--- config.mk ---
export PLATFORM = sky130hd
export DESIGN_NAME = dvp_pixel_tx
export DESIGN_NICKNAME = d
export VERILOG_FILES = /design/src/rtl/dvp_pixel_tx.sv
export SDC_FILE = /design/constraint.sdc
export NUM_CORES = 1
export LEC_CHECK = 0
export ABC_AREA = 1
export CORE_MARGIN = 2
export CORE_UTILIZATION = 55
export CTS_BUF_LIST = sky130_fd_sc_hd__clkbuf_4 sky130_fd_sc_hd__clkbuf_8
export DETAILED_ROUTE_END_ITERATION = 12
export PLACE_DENSITY = 0.84
export SYNTH_ARGS = -nofsm -noshare
export SYNTH_HDL_FRONTEND = slang
export SYNTH_SLANG_ARGS = --single-unit
--- constraint.sdc ---
create_clock -name clk -period 2.95 [get_ports clk]
set_clock_uncertainty 0.2 [all_clocks]
set_input_delay 0.4425 -clock clk [delete_from_list [all_inputs] [get_ports clk]]
set_output_delay 0.4425 -clock clk [all_outputs]
set_load 0.005 [all_outputs]
--- src/rtl/dvp_pixel_tx.sv ---
// DVP pixel transmitter: turns an RGB565 pixel stream into DVP byte-lane video
// with vsync/href/hsync framing. pclk runs at clk/2, and every other DVP output
// is registered on the clk edge where pclk falls (a "tick").
module dvp_pixel_tx #(
  parameter int DVP_DATA_W  = 8,
  parameter int RGB_PXL_W   = 16,
  parameter int H_ACT       = 640,
  parameter int H_BLANK     = 144,
  parameter int HSYNC_LEN   = 16,
  parameter int V_ACT       = 480,
  parameter int VSYNC_LINES = 3,
  parameter int VBP_LINES   = 17,
  parameter int VFP_LINES   = 10
) (
  input  logic                  clk,
  input  logic                  rst_n,
  input  logic                  cfg_start_i,
  input  logic [RGB_PXL_W-1:0]  rgb_pxl_i,
  input  logic                  rgb_pxl_vld_i,
  output logic                  rgb_pxl_rdy_o,
  output logic                  dvp_pclk_o,
  output logic                  dvp_vsync_o,
  output logic                  dvp_href_o,
  output logic                  dvp_hsync_o,
  output logic [DVP_DATA_W-1:0] dvp_d_o,
  output logic                  frame_done_o,
  output logic                  underrun_o
);

  localparam int LINE_LEN = 2 * H_ACT + H_BLANK;
  localparam int POS_W    = $clog2(LINE_LEN + 1);
  localparam int LMAX_A   = (VSYNC_LINES > VBP_LINES) ? VSYNC_LINES : VBP_LINES;
  localparam int LMAX_B   = (V_ACT > VFP_LINES) ? V_ACT : VFP_LINES;
  localparam int LINE_MAX = (LMAX_A > LMAX_B) ? LMAX_A : LMAX_B;
  localparam int LINE_W   = $clog2(LINE_MAX + 1);

  localparam logic [POS_W-1:0] POS_LAST  = POS_W'(LINE_LEN - 1);
  localparam logic [POS_W-1:0] HREF_END  = POS_W'(2 * H_ACT);
  localparam logic [POS_W-1:0] HSYNC_END = POS_W'(2 * H_ACT + HSYNC_LEN);

  typedef enum logic [2:0] {
    S_IDLE,
    S_VSYNC,
    S_VBP,
    S_ACTIVE,
    S_VFP
  } state_t;

  state_t                 state_reg, state_next;
  logic [POS_W-1:0]       pos_reg, pos_next;
  logic [LINE_W-1:0]      line_reg, line_next, line_last;
  logic                   phase_reg;
  logic                   frame_end;

  logic [RGB_PXL_W-1:0]   hold_reg;
  logic                   full_reg;
  logic                   slot_ok_reg, slot_ok_next;
  logic                   vsync_reg, vsync_next;
  logic                   href_reg, href_next;
  logic                   hsync_reg, hsync_next;
  logic [DVP_DATA_W-1:0]  d_reg, d_next;
  logic                   frame_done_reg;
  logic                   underrun_reg;
  logic                   underrun_set;
  logic                   free_now;
  logic                   load_now;
  logic                   tick;

  // pclk is high in phase 1; the edge leaving phase 1 is the tick
  assign tick       = phase_reg;
  assign dvp_pclk_o = phase_reg;

  // Holding register accepts a new pixel when empty, or in the same clk the
  // current one leaves with its low byte, so back-to-back pixels never stall.
  assign rgb_pxl_rdy_o = ~full_reg | free_now;
  assign load_now      = rgb_pxl_vld_i & rgb_pxl_rdy_o;

  // State register: phase toggles every clk, timing state moves on ticks
  always_ff @(posedge clk or negedge rst_n) begin
    if (!rst_n) begin
      phase_reg <= 1'b0;
      state_reg <= S_IDLE;
      pos_reg   <= '0;
      line_reg  <= '0;
    end else begin
      phase_reg <= ~phase_reg;
      if (tick) begin
        state_reg <= state_next;
        pos_reg   <= pos_next;
        line_reg  <= line_next;
      end
    end
  end

  // Next-state logic: pixel position within the line, line within the region
  always_comb begin
    state_next = state_reg;
    pos_next   = pos_reg;
    line_next  = line_reg;
    frame_end  = 1'b0;
    case (state_reg)
      S_VSYNC:  line_last = LINE_W'(VSYNC_LINES - 1);
      S_VBP:    line_last = LINE_W'(VBP_LINES - 1);
      S_ACTIVE: line_last = LINE_W'(V_ACT - 1);
      S_VFP:    line_last = LINE_W'(VFP_LINES - 1);
      default:  line_last = '0;
    endcase
    if (state_reg == S_IDLE) begin
      if (cfg_start_i) begin
        state_next = S_VSYNC;
        pos_next   = '0;
        line_next  = '0;
      end
    end else if (pos_reg == POS_LAST) begin
      pos_next = '0;
      if (line_reg == line_last) begin
        line_next = '0;
        case (state_reg)
          S_VSYNC:  state_next = S_VBP;
          S_VBP:    state_next = S_ACTIVE;
          S_ACTIVE: state_next = S_VFP;
          default: begin
            frame_end  = 1'b1;
            state_next = cfg_start_i ? S_VSYNC : S_IDLE;
          end
        endcase
      end else begin
        line_next = line_reg + 1'b1;
      end
    end else begin
      pos_next = pos_reg + 1'b1;
    end
  end

  // Output logic: framing and byte lane for the position entered at this tick
  always_comb begin
    vsync_next   = (state_next == S_VSYNC);
    href_next    = (state_next == S_ACTIVE) && (pos_next < HREF_END);
    hsync_next   = (state_next != S_IDLE) && (pos_next >= HREF_END) &&
                   (pos_next < HSYNC_END);
    d_next       = '0;
    slot_ok_next = slot_ok_reg;
    underrun_set = 1'b0;
    free_now     = 1'b0;
    if (href_next) begin
      if (!pos_next[0]) begin
        // high byte opens a pixel slot; an empty register makes it a zero slot
        slot_ok_next = full_reg;
        underrun_set = ~full_reg;
        d_next       = full_reg ? hold_reg[RGB_PXL_W-1 -: DVP_DATA_W] : '0;
      end else begin
        d_next   = slot_ok_reg ? hold_reg[DVP_DATA_W-1:0] : '0;
        free_now = tick & slot_ok_reg;
      end
    end
  end

  // DVP output registers, updated only on ticks; frame_done is a one-clk pulse
  always_ff @(posedge clk or negedge rst_n) begin
    if (!rst_n) begin
      vsync_reg      <= 1'b0;
      href_reg       <= 1'b0;
      hsync_reg      <= 1'b0;
      d_reg          <= '0;
      slot_ok_reg    <= 1'b0;
      frame_done_reg <= 1'b0;
      underrun_reg   <= 1'b0;
    end else begin
      frame_done_reg <= tick & frame_end;
      if (tick) begin
        vsync_reg   <= vsync_next;
        href_reg    <= href_next;
        hsync_reg   <= hsync_next;
        d_reg       <= d_next;
        slot_ok_reg <= slot_ok_next;
        if (state_reg == S_IDLE && cfg_start_i) begin
          underrun_reg <= 1'b0;
        end else if (underrun_set) begin
          underrun_reg <= 1'b1;
        end
      end
    end
  end

  // One-entry pixel holding register
  always_ff @(posedge clk or negedge rst_n) begin
    if (!rst_n) begin
      full_reg <= 1'b0;
      hold_reg <= '0;
    end else begin
      if (load_now) begin
        hold_reg <= rgb_pxl_i;
        full_reg <= 1'b1;
      end else if (free_now) begin
        full_reg <= 1'b0;
      end
    end
  end

  assign dvp_vsync_o  = vsync_reg;
  assign dvp_href_o   = href_reg;
  assign dvp_hsync_o  = hsync_reg;
  assign dvp_d_o      = d_reg;
  assign frame_done_o = frame_done_reg;
  assign underrun_o   = underrun_reg;

endmodule

; ---- Yosys cells after proc, flatten, opt, wreduce, memory -nomap -nowiden
; Cells that the tools add are included.
[op_classes]
n_reduce_logical = 13
add_sub_neg = 2
n_bitwise = 7
order_cmp = 3
n_eq_ne = 9
muxes = 30
[ops]
columns = op, count
row1 = 9-bit 2-to-1 mux, 4
row2 = 9-bit case mux with 4 select lines, 1
row3 = 11-bit 2-to-1 mux, 3
row4 = 8-bit 2-to-1 mux, 4
row5 = "11-bit < comparator, second input constant", 2
row6 = 1-bit 2-to-1 mux, 13
row7 = 3-bit 2-to-1 mux, 4
row8 = "11-bit by 1-bit adder with 11-bit output, second input constant", 1
row9 = "11-bit equality test, second input constant", 1
row10 = "11-bit greater-or-equal comparator, second input constant", 1
row11 = "9-bit by 1-bit adder with 9-bit output, second input constant", 1
row12 = "3-bit by 2-bit equality test with 1-bit output, second input constant", 3
row13 = 9-bit equality test, 1
row14 = 3-bit case mux with 3 select lines, 1
row15 = "3-bit by 1-bit equality test with 1-bit output, second input constant", 2
row16 = 3-bit AND reduction, 2
row17 = 2-bit nonzero test, 3
row18 = 1-bit logical AND, 4
row19 = 1-bit AND, 3
row20 = "3-bit equality test, second input constant", 1
row21 = 3-bit logical NOT, 1
row22 = 1-bit inverter, 3
row23 = 3-bit nonzero test, 1
row24 = 3-bit OR reduction, 1
row25 = 3 further kinds, 3
[totals]
out_inout_bits = 15
register_bits = 55
wordCells = 77

; ---- Longest topological paths before layout
[logic_depth]
ltp_word = 12
ltp_mapped = 18

; ---- Worst setup path after synthesis
; Ideal clock, no wire load.
[synth_timing]
path_type = register to output
startpoint = reg pos_reg[0]
endpoint = out rgb_pxl_rdy_o
setup_slack_ps = 518
required_time_ps = 2308
path_stages_with_launch = 15
arrival_time_ps = 1790
cell_sequence = dfrtp_1 -> ha_1 -> nand3_2 -> inv_2 -> nand2_2 -> nor2_4 -> nor2_4 -> nand2_1 -> nor2_1 -> nor2_1 -> nor2_2 -> o21ai_2 -> nand3_2 -> nand2_4 -> buf_4
[synth_via]
elab_chain_len = 7
elab_cells_between_ends = 13
cone_classes = 1 x add/sub / 1 x order compare / 2 x eq/ne / 7 x mux / 1 x bitwise / 1 x reduce/logical
[synth_lines]
columns = item, line_no
row1 = "start, declared", 50  ; logic [POS_W-1:0] pos_reg, pos_next;
row2 = "start signal, assigned", 89  ; pos_reg <= pos_next;
row3 = 11-bit by 1-bit adder with 11-bit output / 11-bit equality test (equally long branches), "131, 114"
row4 = 11-bit 2-to-1 mux / 3-bit 2-to-1 mux (equally long branches), 114  ; end else if (pos_reg == POS_LAST) begin
row5 = 11-bit 2-to-1 mux / 3-bit 2-to-1 mux (equally long branches), 108  ; if (state_reg == S_IDLE) begin
row6 = 11-bit < comparator / 3-bit by 2-bit equality test with 1-bit output (equally long branches), 138  ; href_next = (state_next == S_ACTIVE) && (pos_next < HREF_END);
row7 = 1-bit logical AND, 138
row8 = 1-bit 2-to-1 mux (*), 145  ; if (href_next) begin
row9 = 1-bit bitwise OR (*), 75  ; assign rgb_pxl_rdy_o = ~full_reg | free_now;
row10 = "end, declared", 20  ; output logic rgb_pxl_rdy_o,
; Every way passes the cells marked *; elsewhere a longest branch is shown, timed or not.

; ---- Final worst setup path
[layout_timing]
startpoint = reg state_reg[2]
endpoint = out rgb_pxl_rdy_o
[layout_via]
elab_chain_len = 10
elab_cells_between_ends = 19
cone_classes = 1 x order compare / 6 x eq/ne / 9 x mux / 1 x bitwise / 2 x reduce/logical
[layout_lines]
columns = item, line_no
row1 = "start, declared", 49  ; state_t state_reg, state_next;
row2 = "start signal, assigned", 88  ; state_reg <= state_next;
row3 = "3-bit equality test, or another cell as far along", 101  ; case (state_reg)
row4 = 9-bit case mux with 4 select lines, 101
row5 = 9-bit equality test, 116  ; if (line_reg == line_last) begin
row6 = 3-bit 2-to-1 mux, 116
row7 = 3-bit 2-to-1 mux, 114
row8 = 3-bit 2-to-1 mux, 108
row9 = 3-bit by 2-bit equality test with 1-bit output, 138
row10 = 1-bit logical AND, 138
row11 = 1-bit 2-to-1 mux (*), 145
row12 = 1-bit bitwise OR (*), 75
; Marked as above.

==> reports/qor.json <==
{
  "critical_path.reg2reg.startpoint": "state_reg[2]",
  "type_of_origin_of_the_critical_path": "flop",
  "cts_made_buffers": 5,
  "crit_path_max_fanout": 7,
  "ioPinCount": 35,
  "track_usage_pct": 23.5,
  "rsz0062_at_grt": "false",
  "power_density_nw_per_um2": 391,
  "insertedDiodeCount": 0,
  "area_delta_synth_final_pct": 22.1,
  "reg2reg_slack_ns": 0.40,
  "clock_insertion_delay_worst_skew_ns": 0.32,
  "ctsRootBufferMaster": "sky130_fd_sc_hd__clkbuf_8",
  "antenna_violating_nets_post_route": 0,
  "tritoncts_clock_tree": "yes",
  "layout_worst_path_cycle_share_pct": 93.8,
  "reg2reg_to": "hold_reg[15]",
  "critPathRequiredTime_ns": 2.31,
  "vias": 2817,
  "finalSetupViolCount": 0,
  "timing.final.max_slew_violations": 0,
  "die_y_um": 78.6,
  "clk_pin_slew_worst_paths_ns": 0.11,
  "grt.overflow.total": 0,
  "cts.sink_count": 55,
  "worstSetupEndpointType": "primary output",
  "synth_top_flop_cell": "sky130_fd_sc_hd__dfrtp_1",
  "chipWidth_um": 78.6,
  "final_hold_violations": 0,
  "timing.slew.headroom_pct": 55.8,
  "maxCapViolations": 0,
  "synthesis.nets": 411,
  "rows": 27,
  "critical-path-slowest-cell": "sky130_fd_sc_hd__dfrtp_1",
  "grt.busiest_layer": "met2",
  "criticalPathCategory": "reg2out",
  "worstPathCellList": "inv_4 > nand3_4 > nand2_2 > nand3_1 > nor2_2 > nand4_1 > a21oi_2 > nand3_2 > nor2_2 > nand3_2 > nand2_4 > clkbuf_2",
  "final_replace_weighted_congestion": 0.891,
  "global_route_wire_length_before_repair_um": 11500,
  "fraction_of_final_layout_cells_sized_beyond_drive_strength_1_pct": 19.6,
  "area.sequential_um2": 1380,
  "sequential_element_share_of_the_synthesized_area_pct": 44.9,
  "outcome": "finished clean",
  "synth.lib_cells_used.distinct": 39,
  "start_util_pct": 56.3,
  "wirelength_um": 6920,
  "fin_crit_ns": 2.77,
  "detail_route.vias_per_cell": 5.47,
  "clock.fmax_mhz": 361,
  "peakVddDrop_v": 0.000388,
  "deepest_clock_path_buffer_count": 2,
  "path_buf_inv": 2,
  "avgRoutedWirePerCell_um": 13.4,
  "fin_setup_tns_ns": 0,
  "first_global_vias": 2648,
  "hpwl_um": 4760,
  "fp.dieArea_um2": 6180,
  "cts-htree-levels": 2,
  "fillCellCount": 423,
  "synthesized_instance_count": 389,
  "cp.arrival_ns": 2.12,
  "largest_register_ffs": 16,
  "synth_async_sr_flop_share_pct": 100,
  "grt_util_met2_pct": 39.9,
  "largest_net_degree_at_the_start_of_global_routing": 56,
  "final_core_density_pct": 68.8,
  "hold_path.class": "in2async",
  "worst_path_largest_cell_delay_ns": 0.43,
  "tightestPinTransition_ns": 0.663,
  "mean_post_synth_cell_area_um2": 7.87,
  "num-nets-final": 464,
  "first_pass_iters": 5,
  "yosysWarningCount": 0,
  "post_synth_instance_area_um2": 3060,
  "post-route-drc-count": 0,
  "area_occupied_by_multi_input_gates_um2": 1490,
  "initialDrtViolationCount": 257,
  "yosys_register_bits": 55,
  "gr_met3_demand_resource_pct": 4.02,
  "placement.io_buffers": 34,
  "synth-edff-count": 0,
  "core_area_um2": 5440,
  "r2r_cells": 15,
  "crit_family": "simple AND/OR/NAND/NOR gates",
  "total_leakage_power_nw": 1.75,
  "grt_antenna_before_repair": 0,
  "grt_util_met1_pct": 29.3,
  "cts_hold_repair.buffers": 0
}
## repair_timing
| item | in CTS | in global routing |
|---|---|---|
| pin swaps | 8 | 9 |
| buffers inserted | 8 | 8 |
| setup endpoints to repair | 1 | 1 |
| gates resized for setup | 13 | 11 |
| hold endpoints to repair | 0 | 0 |
## cell usage after synthesis (2+ instances only)
cell | count | area share [%]
sky130_fd_sc_hd__a21oi_1 | 9 | 1.5
sky130_fd_sc_hd__a32oi_1 | 8 | 2.3
sky130_fd_sc_hd__buf_1 | 2 | 0.25
sky130_fd_sc_hd__buf_2 | 2 | 0.33
sky130_fd_sc_hd__buf_4 | 2 | 0.49
sky130_fd_sc_hd__buf_6 | 2 | 0.74
sky130_fd_sc_hd__clkbuf_1 | 4 | 0.49
sky130_fd_sc_hd__dfrtp_1 | 55 | 45
sky130_fd_sc_hd__ha_1 | 2 | 0.82
sky130_fd_sc_hd__inv_1 | 40 | 4.9
sky130_fd_sc_hd__inv_2 | 5 | 0.61
sky130_fd_sc_hd__nand2_1 | 104 | 13
sky130_fd_sc_hd__nand2_2 | 6 | 1.2
sky130_fd_sc_hd__nand2_4 | 3 | 1.1
sky130_fd_sc_hd__nand3_1 | 39 | 6.4
sky130_fd_sc_hd__nand3_2 | 5 | 1.6
sky130_fd_sc_hd__nand4_1 | 7 | 1.4
sky130_fd_sc_hd__nor2_1 | 23 | 2.8
sky130_fd_sc_hd__nor2_2 | 7 | 1.4
sky130_fd_sc_hd__nor2_4 | 4 | 1.5
sky130_fd_sc_hd__nor3_1 | 7 | 1.1
sky130_fd_sc_hd__nor3b_1 | 6 | 1.5
sky130_fd_sc_hd__o21ai_0 | 18 | 2.9
sky130_fd_sc_hd__o21ai_1 | 6 | 0.98
sky130_fd_sc_hd__o21bai_1 | 2 | 0.49
sky130_fd_sc_hd__o22ai_1 | 8 | 1.6
## power breakdown
group / internal [mW] / switching (mW)
combinational: 0.0721 / 0.0776
sequential: 0.827 / 0.0432
clock: 0.181 / 0.261
total: 1.08 / 0.382
## cell usage in the layout, fill, tap and decap left out, types with 2 or more instances in the layout
cell type,count
sky130_fd_sc_hd__nand2_1,99
sky130_fd_sc_hd__dfrtp_1,50
sky130_fd_sc_hd__inv_1,39
sky130_fd_sc_hd__nand3_1,38
sky130_fd_sc_hd__clkdlybuf4s50_1,32
sky130_fd_sc_hd__buf_4,24
sky130_fd_sc_hd__nor2_1,20
sky130_fd_sc_hd__o21ai_0,17
sky130_fd_sc_hd__nand2_2,11
sky130_fd_sc_hd__nor2_2,9
sky130_fd_sc_hd__a21oi_1,8
sky130_fd_sc_hd__o22ai_1,8
sky130_fd_sc_hd__a32oi_1,8
sky130_fd_sc_hd__nand4_1,7
sky130_fd_sc_hd__o21ai_1,7
sky130_fd_sc_hd__inv_2,6
sky130_fd_sc_hd__nor3_1,6
sky130_fd_sc_hd__nor3b_1,6
sky130_fd_sc_hd__nor2_4,5
sky130_fd_sc_hd__nand3_2,5
sky130_fd_sc_hd__clkbuf_8,5
sky130_fd_sc_hd__dfrtp_2,5
sky130_fd_sc_hd__nand2_4,3
sky130_fd_sc_hd__nand3_4,2
sky130_fd_sc_hd__nor3_2,2
sky130_fd_sc_hd__o21bai_1,2
## final cells by class
class	count	area share [%]
repair buffers	58	13.6
flip-flops and latches	55	37.0
well taps	72	2.41
clock buffers	6	2.04
multi-input cells	275	39.7
clock inverters	2	0.435
inverters	47	4.78
## how the worst max path moves through the flow
| stage | start | endpoint | slack (ns) | cells past startpoint |
|---|---|---|---|---|
| after detailed placement | state_reg[1] | rgb_pxl_rdy_o | 0.09 | 13 |
| after floorplan | pos_reg[0] | rgb_pxl_rdy_o | 0.52 | 14 |
| after global routing | state_reg[0] | rgb_pxl_rdy_o | 0.03 | 14 |
| final | state_reg[2] | rgb_pxl_rdy_o | 0.18 | 12 |
| after global placement | state_reg[1] | rgb_pxl_rdy_o | 0.11 | 13 |
| after CTS | pos_reg[1] | rgb_pxl_rdy_o | 0.11 | 14 |
## per-stage QoR
step           instances  power, mW  hold WS, ns  area (µm²)  worst slack [ns]
3_5_place_dp         491       1.04        0.260        3480            0.0942
5_1_grt              515       1.53        0.102        3740            0.0281
6_report             515       1.46       0.0269        3740             0.183
3_3_place_gp         491       1.03        0.256        3480             0.111
2_1_floorplan        389      0.967      -0.0531        3060             0.518
4_1_cts              507       1.47       0.0640        3660             0.106
## metal layers
metal,share of wire (%),wire length (µm)
met5,0,0
met4,1.6,112
met3,5.3,369
met2,50,3480
met1,43,2960
## cell families after synthesis
kind of cell | synth area share, %
adder cells (fa/ha/maj) | 0.817
buffers and inverters | 8.13
XOR/XNOR | 0.286
flip-flops | 44.9
AO/OA/AOI/OAI | 11.4
AND/OR/NAND/NOR | 34.5
Note: power is estimated with default switching activity, not from simulation.
